File: src/rtl/cr16_datapath_pipe_if.sv
// Issue/result bus of the CR16 pipelined datapath.
// The control FSM drives the master side; the datapath sits on the slave side.
interface cr16_datapath_pipe_if #(
   parameter int DATA_WIDTH = 16,
   parameter int SEL_WIDTH  = 4
);
   logic                  I_ENABLE;
   logic                  I_VALID;
   logic [3:0]            I_OPCODE;
   logic [SEL_WIDTH-1:0]  I_READ_PORT_A_SEL;
   logic [SEL_WIDTH-1:0]  I_READ_PORT_B_SEL;
   logic [SEL_WIDTH-1:0]  I_WRITE_SEL;
   logic                  I_WRITE_EN;
   logic [DATA_WIDTH-1:0] I_IMMEDIATE;
   logic                  I_IMM_SEL;
   logic [DATA_WIDTH-1:0] O_WRITE_PORT;
   logic                  O_RESULT_VALID;
   logic [4:0]            O_FLAGS;

   modport master (
      output I_ENABLE, I_VALID, I_OPCODE, I_READ_PORT_A_SEL, I_READ_PORT_B_SEL,
             I_WRITE_SEL, I_WRITE_EN, I_IMMEDIATE, I_IMM_SEL,
      input  O_WRITE_PORT, O_RESULT_VALID, O_FLAGS
   );

   modport slave (
      input  I_ENABLE, I_VALID, I_OPCODE, I_READ_PORT_A_SEL, I_READ_PORT_B_SEL,
             I_WRITE_SEL, I_WRITE_EN, I_IMMEDIATE, I_IMM_SEL,
      output O_WRITE_PORT, O_RESULT_VALID, O_FLAGS
   );
endinterface

File: src/rtl/cr16_datapath_pipe.sv
// CR16 datapath as a 2-stage pipeline: EX (operand read + ALU) -> WB (register write),
// with WB->EX bypass so dependent ops issue back-to-back. PSR flags are {C,L,F,Z,N}.
module cr16_datapath_pipe #(
   parameter int DATA_WIDTH = 16,
   parameter int NUM_REGS   = 16,
   parameter int SEL_WIDTH  = 4
) (
   input  logic               I_CLK,
   input  logic               I_NRESET,
   cr16_datapath_pipe_if.slave bus
);
   localparam int SHW = $clog2(DATA_WIDTH);

   typedef enum logic [3:0] {
      OP_ADD  = 4'h0, OP_SUB = 4'h1, OP_AND = 4'h2, OP_OR  = 4'h3,
      OP_XOR  = 4'h4, OP_MOV = 4'h5, OP_CMP = 4'h6, OP_LSH = 4'h7,
      OP_RSH  = 4'h8, OP_ADDC = 4'h9, OP_NOT = 4'hA
   } op_e;

   logic [DATA_WIDTH-1:0] regs_q [NUM_REGS];
   logic [DATA_WIDTH-1:0] wr_q, wr_d;
   logic [4:0]            flags_q, flags_d;
   logic                  valid_q;
   logic                  wb_we_q, wb_we_d;
   logic [SEL_WIDTH-1:0]  wb_sel_q;

   logic [DATA_WIDTH-1:0] a_val, b_reg, b_val;
   logic [DATA_WIDTH:0]   sum, diff;
   logic [SHW-1:0]        amt;
   logic                  writes, ovf;
   op_e                   op;

   // Operand read: out-of-range selects read 0; a pending WB to the same register wins.
   always_comb begin
      a_val = '0;
      b_reg = '0;
      if (int'(bus.I_READ_PORT_A_SEL) < NUM_REGS) a_val = regs_q[bus.I_READ_PORT_A_SEL];
      if (int'(bus.I_READ_PORT_B_SEL) < NUM_REGS) b_reg = regs_q[bus.I_READ_PORT_B_SEL];
      if (wb_we_q && (wb_sel_q == bus.I_READ_PORT_A_SEL)) a_val = wr_q;
      if (wb_we_q && (wb_sel_q == bus.I_READ_PORT_B_SEL)) b_reg = wr_q;
      b_val = bus.I_IMM_SEL ? bus.I_IMMEDIATE : b_reg;
   end

   always_comb begin
      op      = op_e'(bus.I_OPCODE);
      amt     = b_val[SHW-1:0];
      sum     = {1'b0, a_val} + {1'b0, b_val}
                + {{DATA_WIDTH{1'b0}}, (op == OP_ADDC) & flags_q[4]};
      diff    = {1'b0, a_val} - {1'b0, b_val};
      wr_d    = '0;
      flags_d = flags_q;
      writes  = 1'b1;
      ovf     = 1'b0;
      case (op)
         OP_ADD, OP_ADDC: begin
            wr_d       = sum[DATA_WIDTH-1:0];
            ovf        = (a_val[DATA_WIDTH-1] == b_val[DATA_WIDTH-1]) &&
                         (wr_d[DATA_WIDTH-1] != a_val[DATA_WIDTH-1]);
            flags_d[4] = sum[DATA_WIDTH];
            flags_d[2] = ovf;
            flags_d[1] = (wr_d == '0);
            flags_d[0] = wr_d[DATA_WIDTH-1];
         end
         OP_SUB, OP_CMP: begin
            wr_d       = diff[DATA_WIDTH-1:0];
            ovf        = (a_val[DATA_WIDTH-1] != b_val[DATA_WIDTH-1]) &&
                         (wr_d[DATA_WIDTH-1] != a_val[DATA_WIDTH-1]);
            flags_d[4] = diff[DATA_WIDTH];
            flags_d[3] = diff[DATA_WIDTH];
            flags_d[2] = ovf;
            flags_d[1] = (a_val == b_val);
            flags_d[0] = wr_d[DATA_WIDTH-1] ^ ovf;
            writes     = (op == OP_SUB);
         end
         OP_AND, OP_OR, OP_XOR, OP_MOV, OP_LSH, OP_RSH, OP_NOT: begin
            case (op)
               OP_AND:  wr_d = a_val & b_val;
               OP_OR:   wr_d = a_val | b_val;
               OP_XOR:  wr_d = a_val ^ b_val;
               OP_MOV:  wr_d = b_val;
               OP_LSH:  wr_d = (int'(amt) >= DATA_WIDTH) ? '0 : (a_val << amt);
               OP_RSH:  wr_d = (int'(amt) >= DATA_WIDTH) ? '0 : (a_val >> amt);
               default: wr_d = ~a_val;
            endcase
            flags_d[1] = (wr_d == '0);
            flags_d[0] = wr_d[DATA_WIDTH-1];
         end
         default: writes = 1'b0;
      endcase
      // Dropping out-of-range writes here keeps them out of the bypass compare too.
      wb_we_d = bus.I_WRITE_EN && writes && (int'(bus.I_WRITE_SEL) < NUM_REGS);
   end

   always_ff @(posedge I_CLK or negedge I_NRESET) begin
      if (!I_NRESET) begin
         for (int unsigned i = 0; i < NUM_REGS; i++) regs_q[i] <= '0;
         wr_q     <= '0;
         flags_q  <= '0;
         valid_q  <= 1'b0;
         wb_we_q  <= 1'b0;
         wb_sel_q <= '0;
      end else if (bus.I_ENABLE) begin
         if (wb_we_q) regs_q[wb_sel_q] <= wr_q;
         if (bus.I_VALID) begin
            wr_q     <= wr_d;
            flags_q  <= flags_d;
            valid_q  <= 1'b1;
            wb_we_q  <= wb_we_d;
            wb_sel_q <= bus.I_WRITE_SEL;
         end else begin
            valid_q  <= 1'b0;
            wb_we_q  <= 1'b0;
         end
      end
   end

   assign bus.O_WRITE_PORT   = wr_q;
   assign bus.O_FLAGS        = flags_q;
   assign bus.O_RESULT_VALID = valid_q;
endmodule

File: src/flat_wrapper.sv
// flat-port wrapper written by rule: the top's interface ports become plain ports
module cr16_datapath_pipe_flat 
#(
   parameter int DATA_WIDTH = 16,
   parameter int NUM_REGS   = 16,
   parameter int SEL_WIDTH  = 4
)
  (I_CLK, I_NRESET, bus_I_ENABLE, bus_I_VALID, bus_I_OPCODE, bus_I_READ_PORT_A_SEL, bus_I_READ_PORT_B_SEL, bus_I_WRITE_SEL, bus_I_WRITE_EN, bus_I_IMMEDIATE, bus_I_IMM_SEL, bus_O_WRITE_PORT, bus_O_RESULT_VALID, bus_O_FLAGS);
  cr16_datapath_pipe_if #(.DATA_WIDTH(DATA_WIDTH), .SEL_WIDTH(SEL_WIDTH)) bus_i ();
  input  logic I_CLK;
  input  logic I_NRESET;
  input wire logic [$bits(bus_i.I_ENABLE)-1:0] bus_I_ENABLE;
  input wire logic [$bits(bus_i.I_VALID)-1:0] bus_I_VALID;
  input wire logic [$bits(bus_i.I_OPCODE)-1:0] bus_I_OPCODE;
  input wire logic [$bits(bus_i.I_READ_PORT_A_SEL)-1:0] bus_I_READ_PORT_A_SEL;
  input wire logic [$bits(bus_i.I_READ_PORT_B_SEL)-1:0] bus_I_READ_PORT_B_SEL;
  input wire logic [$bits(bus_i.I_WRITE_SEL)-1:0] bus_I_WRITE_SEL;
  input wire logic [$bits(bus_i.I_WRITE_EN)-1:0] bus_I_WRITE_EN;
  input wire logic [$bits(bus_i.I_IMMEDIATE)-1:0] bus_I_IMMEDIATE;
  input wire logic [$bits(bus_i.I_IMM_SEL)-1:0] bus_I_IMM_SEL;
  output wire logic [$bits(bus_i.O_WRITE_PORT)-1:0] bus_O_WRITE_PORT;
  output wire logic [$bits(bus_i.O_RESULT_VALID)-1:0] bus_O_RESULT_VALID;
  output wire logic [$bits(bus_i.O_FLAGS)-1:0] bus_O_FLAGS;
  assign bus_i.I_ENABLE = bus_I_ENABLE;
  assign bus_i.I_VALID = bus_I_VALID;
  assign bus_i.I_OPCODE = bus_I_OPCODE;
  assign bus_i.I_READ_PORT_A_SEL = bus_I_READ_PORT_A_SEL;
  assign bus_i.I_READ_PORT_B_SEL = bus_I_READ_PORT_B_SEL;
  assign bus_i.I_WRITE_SEL = bus_I_WRITE_SEL;
  assign bus_i.I_WRITE_EN = bus_I_WRITE_EN;
  assign bus_i.I_IMMEDIATE = bus_I_IMMEDIATE;
  assign bus_i.I_IMM_SEL = bus_I_IMM_SEL;
  assign bus_O_WRITE_PORT = bus_i.O_WRITE_PORT;
  assign bus_O_RESULT_VALID = bus_i.O_RESULT_VALID;
  assign bus_O_FLAGS = bus_i.O_FLAGS;
  cr16_datapath_pipe #(.DATA_WIDTH(DATA_WIDTH), .NUM_REGS(NUM_REGS), .SEL_WIDTH(SEL_WIDTH)) u_core (.I_CLK(I_CLK), .I_NRESET(I_NRESET), .bus(bus_i));
endmodule
File: config.mk
export PLATFORM = sky130hd
export DESIGN_NAME = cr16_datapath_pipe_flat
export DESIGN_NICKNAME = d
export VERILOG_FILES = /design/src/rtl/cr16_datapath_pipe_if.sv /design/src/rtl/cr16_datapath_pipe.sv /design/src/flat_wrapper.sv
export SDC_FILE = /design/constraint.sdc
export NUM_CORES = 1
export LEC_CHECK = 0
export CORE_MARGIN = 4
export CORE_UTILIZATION = 56
export DETAILED_ROUTE_END_ITERATION = 16
export GPL_TIMING_DRIVEN = 0
export PLACE_DENSITY = 0.74
export RECOVER_POWER = 50
export SLEW_MARGIN = 5
export SYNTH_ARGS = -nofsm -noshare
export SYNTH_HDL_FRONTEND = slang
export SYNTH_SLANG_ARGS = --single-unit
export TNS_END_PERCENT = 100
File: constraint.sdc
create_clock -name I_CLK -period 10.9 [get_ports I_CLK]
set_input_delay 1.09 -clock I_CLK [delete_from_list [all_inputs] [get_ports I_CLK]]
set_output_delay 1.09 -clock I_CLK [all_outputs]
set_load 0.03 [all_outputs]
==> results of run 1 <==
[power by group through the flow]
stage / sequential [mW] / combinational (mW) / clock [mW]
after global placement: 1.29 / 0.928 / 0
after global routing: 1.30 / 1.04 / 1.24
after CTS: 1.28 / 0.951 / 1.19
final: 1.29 / 0.976 / 1.20
after detailed placement: 1.30 / 0.943 / 0
after floorplan: 1.29 / 0.615 / 0
[layout make-up]
| class | instances | share of cell area |
|---|---|---|
| Clock inverter | 11 | 0.0105 |
| Tap cell | 455 | 0.0260 |
| Buffer | 143 | 0.0385 |
| Clock buffer | 46 | 0.0426 |
| Inverter | 66 | 0.0117 |
| Sequential cell | 283 | 0.324 |
| Timing Repair Buffer | 57 | 0.0272 |
| Multi-Input combinational cell | 1243 | 0.520 |
[metrics by stage]
stage / TNS [ns] / power (mW)
2_1_floorplan: 0 / 1.90
4_1_cts: 0 / 3.43
3_3_place_gp: -881.82 / 2.22
5_1_grt: 0 / 3.58
3_5_place_dp: 0 / 2.24
6_report: 0 / 3.46
[flip-flops by register name, summed over array words and instances, names as in the netlist]
signal	flops
u_core.bus.O_WRITE_PORT	16
u_core.bus.O_FLAGS	5
u_core.bus.O_RESULT_VALID	1
u_core.regs_q	256
u_core.wb_we_q	1
u_core.wb_sel_q	4
[critical path, cell delays in order]
cell and delay [ns]:
clkdlybuf4s50_1 0.55, buf_6 0.23, buf_6 0.23, mux4_2 0.54
a221oi_1 0.70, o21a_1 0.27, buf_2 0.34, buf_2 0.37
ha_1 0.28, clkbuf_1 0.22, o21ai_0 0.21, a21oi_1 0.13
o21ai_0 0.41, a21oi_1 0.14, o21ai_0 0.37, a21oi_1 0.18
o41a_1 0.43, a31o_2 0.31, a21oi_1 0.20, o21bai_1 0.12
fa_1 0.59, xor2_1 0.16, nor3_1 0.06, a31oi_1 0.23
a21oi_1 0.10
[metal layers]
layer  track usage  up-vias
met2         0.582     1298
met3        0.0893      306
li1              -     6755
met1         0.526     8385
met5             0        -
met4         0.218        0
[worst max-delay path by stage]
stage                             start  slack [ns]                    end  cells past startpoint
2_1_floorplan  bus_I_READ_PORT_B_SEL[0]        4.90  u_core.bus.O_FLAGS[2]                     24
3_5_place_dp   bus_I_READ_PORT_B_SEL[0]        2.62  u_core.bus.O_FLAGS[2]                     25
6_report       bus_I_READ_PORT_B_SEL[0]        2.86  u_core.bus.O_FLAGS[2]                     25
4_1_cts        bus_I_READ_PORT_B_SEL[0]        3.17  u_core.bus.O_FLAGS[2]                     25
3_3_place_gp                   I_NRESET       -3.14  u_core.bus.O_FLAGS[4]                      1
5_1_grt        bus_I_READ_PORT_B_SEL[0]        2.72  u_core.bus.O_FLAGS[0]                     22
[placed cells by master (no fill, tap or decap), types with 22 or more instances in the layout]
| master | count |
|---|---|
| mux2_2 | 183 |
| inv_1 | 59 |
| nor2_1 | 78 |
| clkbuf_16 | 31 |
| o21ai_0 | 129 |
| dfrtp_1 | 283 |
| o221ai_1 | 22 |
| mux4_2 | 125 |
| ha_1 | 49 |
| clkbuf_1 | 90 |
| o22ai_1 | 32 |
| nand2_1 | 183 |
| a21oi_1 | 50 |
| mux2i_1 | 84 |
| clkdlybuf4s50_1 | 51 |
| nand3_1 | 26 |
[cells by family after synthesis]
group / count (synthesis) / share of synthesized area
adders and majority gates: 53 / 0.0355
AOI/OAI and AO/OA: 389 / 0.135
buffers and inverters: 209 / 0.0562
DFF: 283 / 0.362
and+or+nand+nor: 362 / 0.0815
xor gates and xnor gates: 25 / 0.0116
muxes: 414 / 0.318
==> impl_metrics.yaml, run 1 <==
run_status:
  outcome: "finished, violations left"
  violations: "max-capacitance violations, max-slew violations"
pwr:
  switching_share: 0.334
  ir_drop_mv: 0.167
  p_leak_nw: 9.41
  pwr-share-comb: 0.282
  power.switching_mw: 1.16
  seqPwrFrac: 0.373
  internal-power_mw: 2.31
  powerDensity_nw_per_um2: 158
  clockPowerShare: 0.345
sta:
  max_slew_margin: -1.89
  max_freq_mhz: 124
  finalCritPeriodShare: 0.738
  fin_ws_ns: 2.86
  worstMarginPinSlew_ns: 4.34
  hold_slack_ns: 0.501
  period_needed_ns: 8.04
  slew_violations: 81
  hold_viol: 0
  rsz0062_at_grt: "no"
  setup_viol: 0
  finClkSkew_ns: 0.0278
critical_path:
  r2r_slack_ns: 3.80
  reg2reg_depth: 24
  worst_setup_path_start_kind: "input pin"
  cp_max_fo: 11
  cp.arrival_ns: 8.51
  setup.worst_path.class: "in -> reg"
  endpoint_kind: "register"
  r2r_end: "u_core.bus.O_FLAGS[2]"
  rr_startpoint: "u_core.wb_sel_q[1]"
  required_ns: 11.37
logic_synthesis:
  synth_cells: 1735
  ys_types: 92
  yosys-top-cells-area: "dfrtp_1, mux4_2, mux2_2, mux2i_1, nand2_1"
  syn-num-nets: 1826
  ys_warn_count: 0
  synth_common_cells: "dfrtp_1, mux2_2, nand2_1, o21ai_0, mux4_2"
  synthFlopType: "dfrtp_1"
  netlist_area_um2: 19600
  synth-edff-count: 0
  synth.most_common_cell: "dfrtp_1"
  synth_top_area_frac: 0.362
  synth.avg_cell_area_um2: 11.3
  postSynth.asyncResetShare: 1.00
  yosys.area.top_type: "dfrtp_1"
  ys_seq_area_frac: 0.362
  ys_ff_latch: 283
min_path:
  min_to: "u_core.regs_q[56]"
  hp-start: "u_core.regs_q[56]"
  holdPathStages: 2
  hold_path_class: "reg -> reg"
layout:
  utilization: 0.635
  drive_gt1_frac: 0.247
  synthToLayoutAreaGrowth_pct: 11.9
  nets: 1916
  final-seq-area_um2: 7080
  fillCellCount: 2724
  design_area_um2: 21900
  n_antenna_cell: 0
  fin_cells: 2304
  multi_input_area_um2: 11400
drt:
  m1WireLength_mm: 28.2
  routed-wl-met3_mm: 8.59
  vias_per_cell: 7.27
  num_vias: 16700
  top_layer: "met4"
  drt-wirelength-per-cell_um: 32.5
  wl_mm: 74.9
  drc: 0
  antenna_left: 0
  drt_iter0_markers: 2322
  dr_wl_met2_mm: 32.7
  first_pass_iters: 6
clock_network:
  cts_made_buffers: 31
  htreeDepth: 1
  postCtsSetupBuffers: 0
  cts.sinks: 283
  hold_buffers: 0
  root_buffer: "clkbuf_16"
  cts_tree: "done"
  clkTransAtPathRegs_ns: 0.06
  cts_resized: 0
  clk_latency_ns: 0.62
  clk_path_buf_depth: 3
placed_design:
  post-place-cells: 2247
  dp_hpwl_mm: 54.4
  place_ws_ns: 2.62
  placed_area_um2: 20700
  gp_congestion: 1.05
  portBuffers: 53
global_routing:
  grt_max_degree: 105
  grt_overflow_total: 0
  grt_pass1_vias: 16700
  track_usage: 0.388
  antenna_found_initial: 0
  grt_first_pass_wirelength_mm: 110
floorplanning:
  coreArea_um2: 34500
  die_x_um: 195
  pin_count: 60
  die_y_um: 195
  start_util: 0.567
  dieArea_um2: 38000
  row_count: 68
flow_run:
  maxCapViolCount: 1
No activity file was read; power rests on OpenSTA's default activity.
==> run 2: changes to the inputs <==
--- a/config.mk
+++ b/config.mk
@@ -9,7 +9,7 @@
 export CORE_UTILIZATION = 56
 export DETAILED_ROUTE_END_ITERATION = 16
 export GPL_TIMING_DRIVEN = 0
-export PLACE_DENSITY = 0.74
+export PLACE_DENSITY = 0.77
 export RECOVER_POWER = 50
 export SLEW_MARGIN = 5
 export SYNTH_ARGS = -nofsm -noshare
==> constraint.sdc (replaced) <==
create_clock -name I_CLK -period 6.51 [get_ports I_CLK]
set_input_delay 0.651 -clock I_CLK [delete_from_list [all_inputs] [get_ports I_CLK]]
set_output_delay 0.651 -clock I_CLK [all_outputs]
set_load 0.03 [all_outputs]
==> run 2 against run 1 <==
Against the previous run: the flow finishes with violations (max-capacitance violations, max-slew violations, negative setup slack); design area decreased by 0.37%; setup slack got worse by 2.9 ns; final cell count about the same; wire length decreased by 0.31%; clock power increased by 47%; combinational power increased by 69%; critical path type unchanged.
==> impl_metrics.yaml, run 2 (synthesized netlist as in run 1, its figures left out) <==
sta:
  finClkSkew_ns: 0.0240
  worstMarginPinSlew_ns: 4.81
  hold_viol: 0
  hold_slack_ns: 0.505
  period_needed_ns: 6.51
  finalCritPeriodShare: 1.00
  setup_viol: 1
  rsz0062_at_grt: "no"
  slew_violations: 93
  max_freq_mhz: 154
  fin_ws_ns: -0.00173
  max_slew_margin: -2.21
critical_path:
  cp.buffers_inverters: 5
  cpLargestDelayFamily: "buffers and inverters"
  crit_chain: "clkdlybuf4s50_1 -> buf_2 -> clkbuf_1 -> mux4_2 -> mux4_2 -> nand2_1 -> o311ai_0 -> inv_1 -> ha_1 -> clkbuf_1 -> o221ai_1 -> a211oi_1 -> o221a_2 -> a32o_1 -> o2111ai_1 -> nor4_1 -> a221oi_2 -> o41ai_1"
  worst_setup_path_start_kind: "input pin"
  slowest_delay_ns: 0.67
  r2r_slack_ns: 0.04
  required_ns: 6.97
  endpoint_kind: "register"
  crit_slowest_cell: "clkdlybuf4s50_1"
  setup.worst_path.class: "in -> reg"
  cp_max_fo: 10
  cp.arrival_ns: 6.97
clock_network:
  cts_tree: "done"
  cts_made_buffers: 31
  postCtsSetupBuffers: 0
  htreeDepth: 1
  root_buffer: "clkbuf_16"
  cts.sinks: 283
  clk_path_buf_depth: 3
  clkTransAtPathRegs_ns: 0.07
  clk_latency_ns: 0.59
pwr:
  pwr-share-comb: 0.296
  internal-power_mw: 3.65
  p_leak_nw: 9.37
  seqPwrFrac: 0.389
  powerDensity_nw_per_um2: 256
  power.switching_mw: 1.93
  ir_drop_mv: 0.302
  switching_share: 0.346
  clockPowerShare: 0.315
floorplanning:
  pin_count: 60
  coreArea_um2: 34500
  die_x_um: 195
  die_y_um: 195
  dieArea_um2: 38000
  start_util: 0.567
  row_count: 68
flow_run:
  maxCapViolCount: 2
run_status:
  outcome: "finished, violations left"
  violations: "max-capacitance violations, max-slew violations, negative setup slack"
layout:
  final-seq-area_um2: 7080
  utilization: 0.633
  nets: 1912
  fillCellCount: 2712
  largest-register: "u_core.regs_q"
  multi_input_area_um2: 11400
  mostFrequentLayoutCells: "dfrtp_1, nand2_1, mux2_2"
  drive_gt1_frac: 0.255
  final_common_cell: "dfrtp_1"
  synthToLayoutAreaGrowth_pct: 11.5
  fin_cells: 2302
  largest_register_ffs: 256
placed_design:
  dp_hpwl_mm: 54.8
  gp_congestion: 1.05
  post-place-cells: 2246
  portBuffers: 53
global_routing:
  grt_max_degree: 110
  grt_overflow_total: 0
  antenna_found_initial: 2
  track_usage: 0.389
  grt_pass1_vias: 16800
  grt_first_pass_wirelength_mm: 111
drt:
  num_vias: 16900
  drc: 0
  drt-wirelength-per-cell_um: 32.4
  drt_iter0_markers: 2220
  antenna_left: 0
  wl_mm: 74.6
  vias_per_cell: 7.32
  first_pass_iters: 6
min_path:
  hold_path_class: "reg -> reg"
[run 2: cell types whose count changed in the layout (fill, tap and decap cells not counted), moves of 3 or more]
cell and delta:
buf_2 -3, clkinvlp_4 +3, clkbuf_1 -5, clkbuf_2 +3, bufinv_16 -5, o21ai_0 -3
clkinv_2 +4
[run 2: repair_timing]
item	4_1_cts	5_1_grt
endpoints found under the setup margin	5	5
gates cloned	0	0
hold buffers	0	0
gates resized for setup	15	13
[run 2: stage by stage]
stage | power [mW] | TNS, ns | cell area [µm²] | setup slack [ns]
after floorplan | 3.19 | 0 | 19600 | 0.950
after global placement | 3.73 | -1976.68 | 20600 | -6.98
after detailed placement | 3.77 | -6.52 | 20700 | -1.16
after CTS | 5.52 | 0 | 21800 | 0.0107
after global routing | 5.78 | 0 | 21800 | 0.00772
final | 5.58 | -0.00173 | 21800 | -0.00173
[run 2: power groups by stage]
stage          registers [mW]  logic, mW  clock network [mW]
2_1_floorplan            2.16       1.03                   0
3_3_place_gp             2.17       1.56                   0
3_5_place_dp             2.18       1.58                   0
4_1_cts                  2.16       1.60                1.76
5_1_grt                  2.19       1.74                1.84
6_report                 2.17       1.65                1.76
[run 2: worst paths after layout]
kind | startpoint | to | cells after the start
worst max register to register | u_core.wb_sel_q[3] | u_core.bus.O_FLAGS[1] | 17
worst min register to register | u_core.regs_q[244] | u_core.regs_q[244] | 2
worst max-delay path | bus_I_READ_PORT_B_SEL[1] | u_core.bus.O_FLAGS[1] | 18
worst min-delay path | u_core.regs_q[244] | u_core.regs_q[244] | 2
max in group asynchronous | I_NRESET | u_core.bus.O_WRITE_PORT[9] | 2
min in group asynchronous | I_NRESET | u_core.regs_q[156] | 1
[run 2: layout make-up]
| cell class | count | area share |
|---|---|---|
| clock buffers | 44 | 0.0415 |
| clock inverters | 14 | 0.00545 |
| repair buffers | 56 | 0.0260 |
| well taps | 455 | 0.0261 |
| plain buffers | 140 | 0.0390 |
| multi-input cells | 1243 | 0.525 |
| diodes | 1 | 0.000115 |
| inverters | 66 | 0.0117 |
| flip-flops and latches | 283 | 0.325 |
[run 2: worst register-to-register path, stage by stage (launching register included)]
cell and delay, ns:
dfrtp_1 0.36, clkbuf_1 0.33, xnor2_1 0.22, nand3_2 0.15, nor3_4 0.57, buf_6 0.29
mux2i_1 1.23, ha_1 0.25, clkbuf_1 0.36, o221ai_1 0.22, a211oi_1 0.46, o221ai_1 0.20
a311oi_1 0.37, o22ai_1 0.25, nand4bb_1 0.23, nor4_1 0.63, a221oi_2 0.12, o41ai_1 0.10
[run 2: metal layers]
metal / GRT usage / up-vias / wire (µm)
met1: 0.503 / 8421 / 27200
met4: 0.201 / 4 / 5050
met3: 0.105 / 337 / 8330
met2: 0.607 / 1333 / 34100
met5: 0 / - / 27
li1: - / 6766 / -
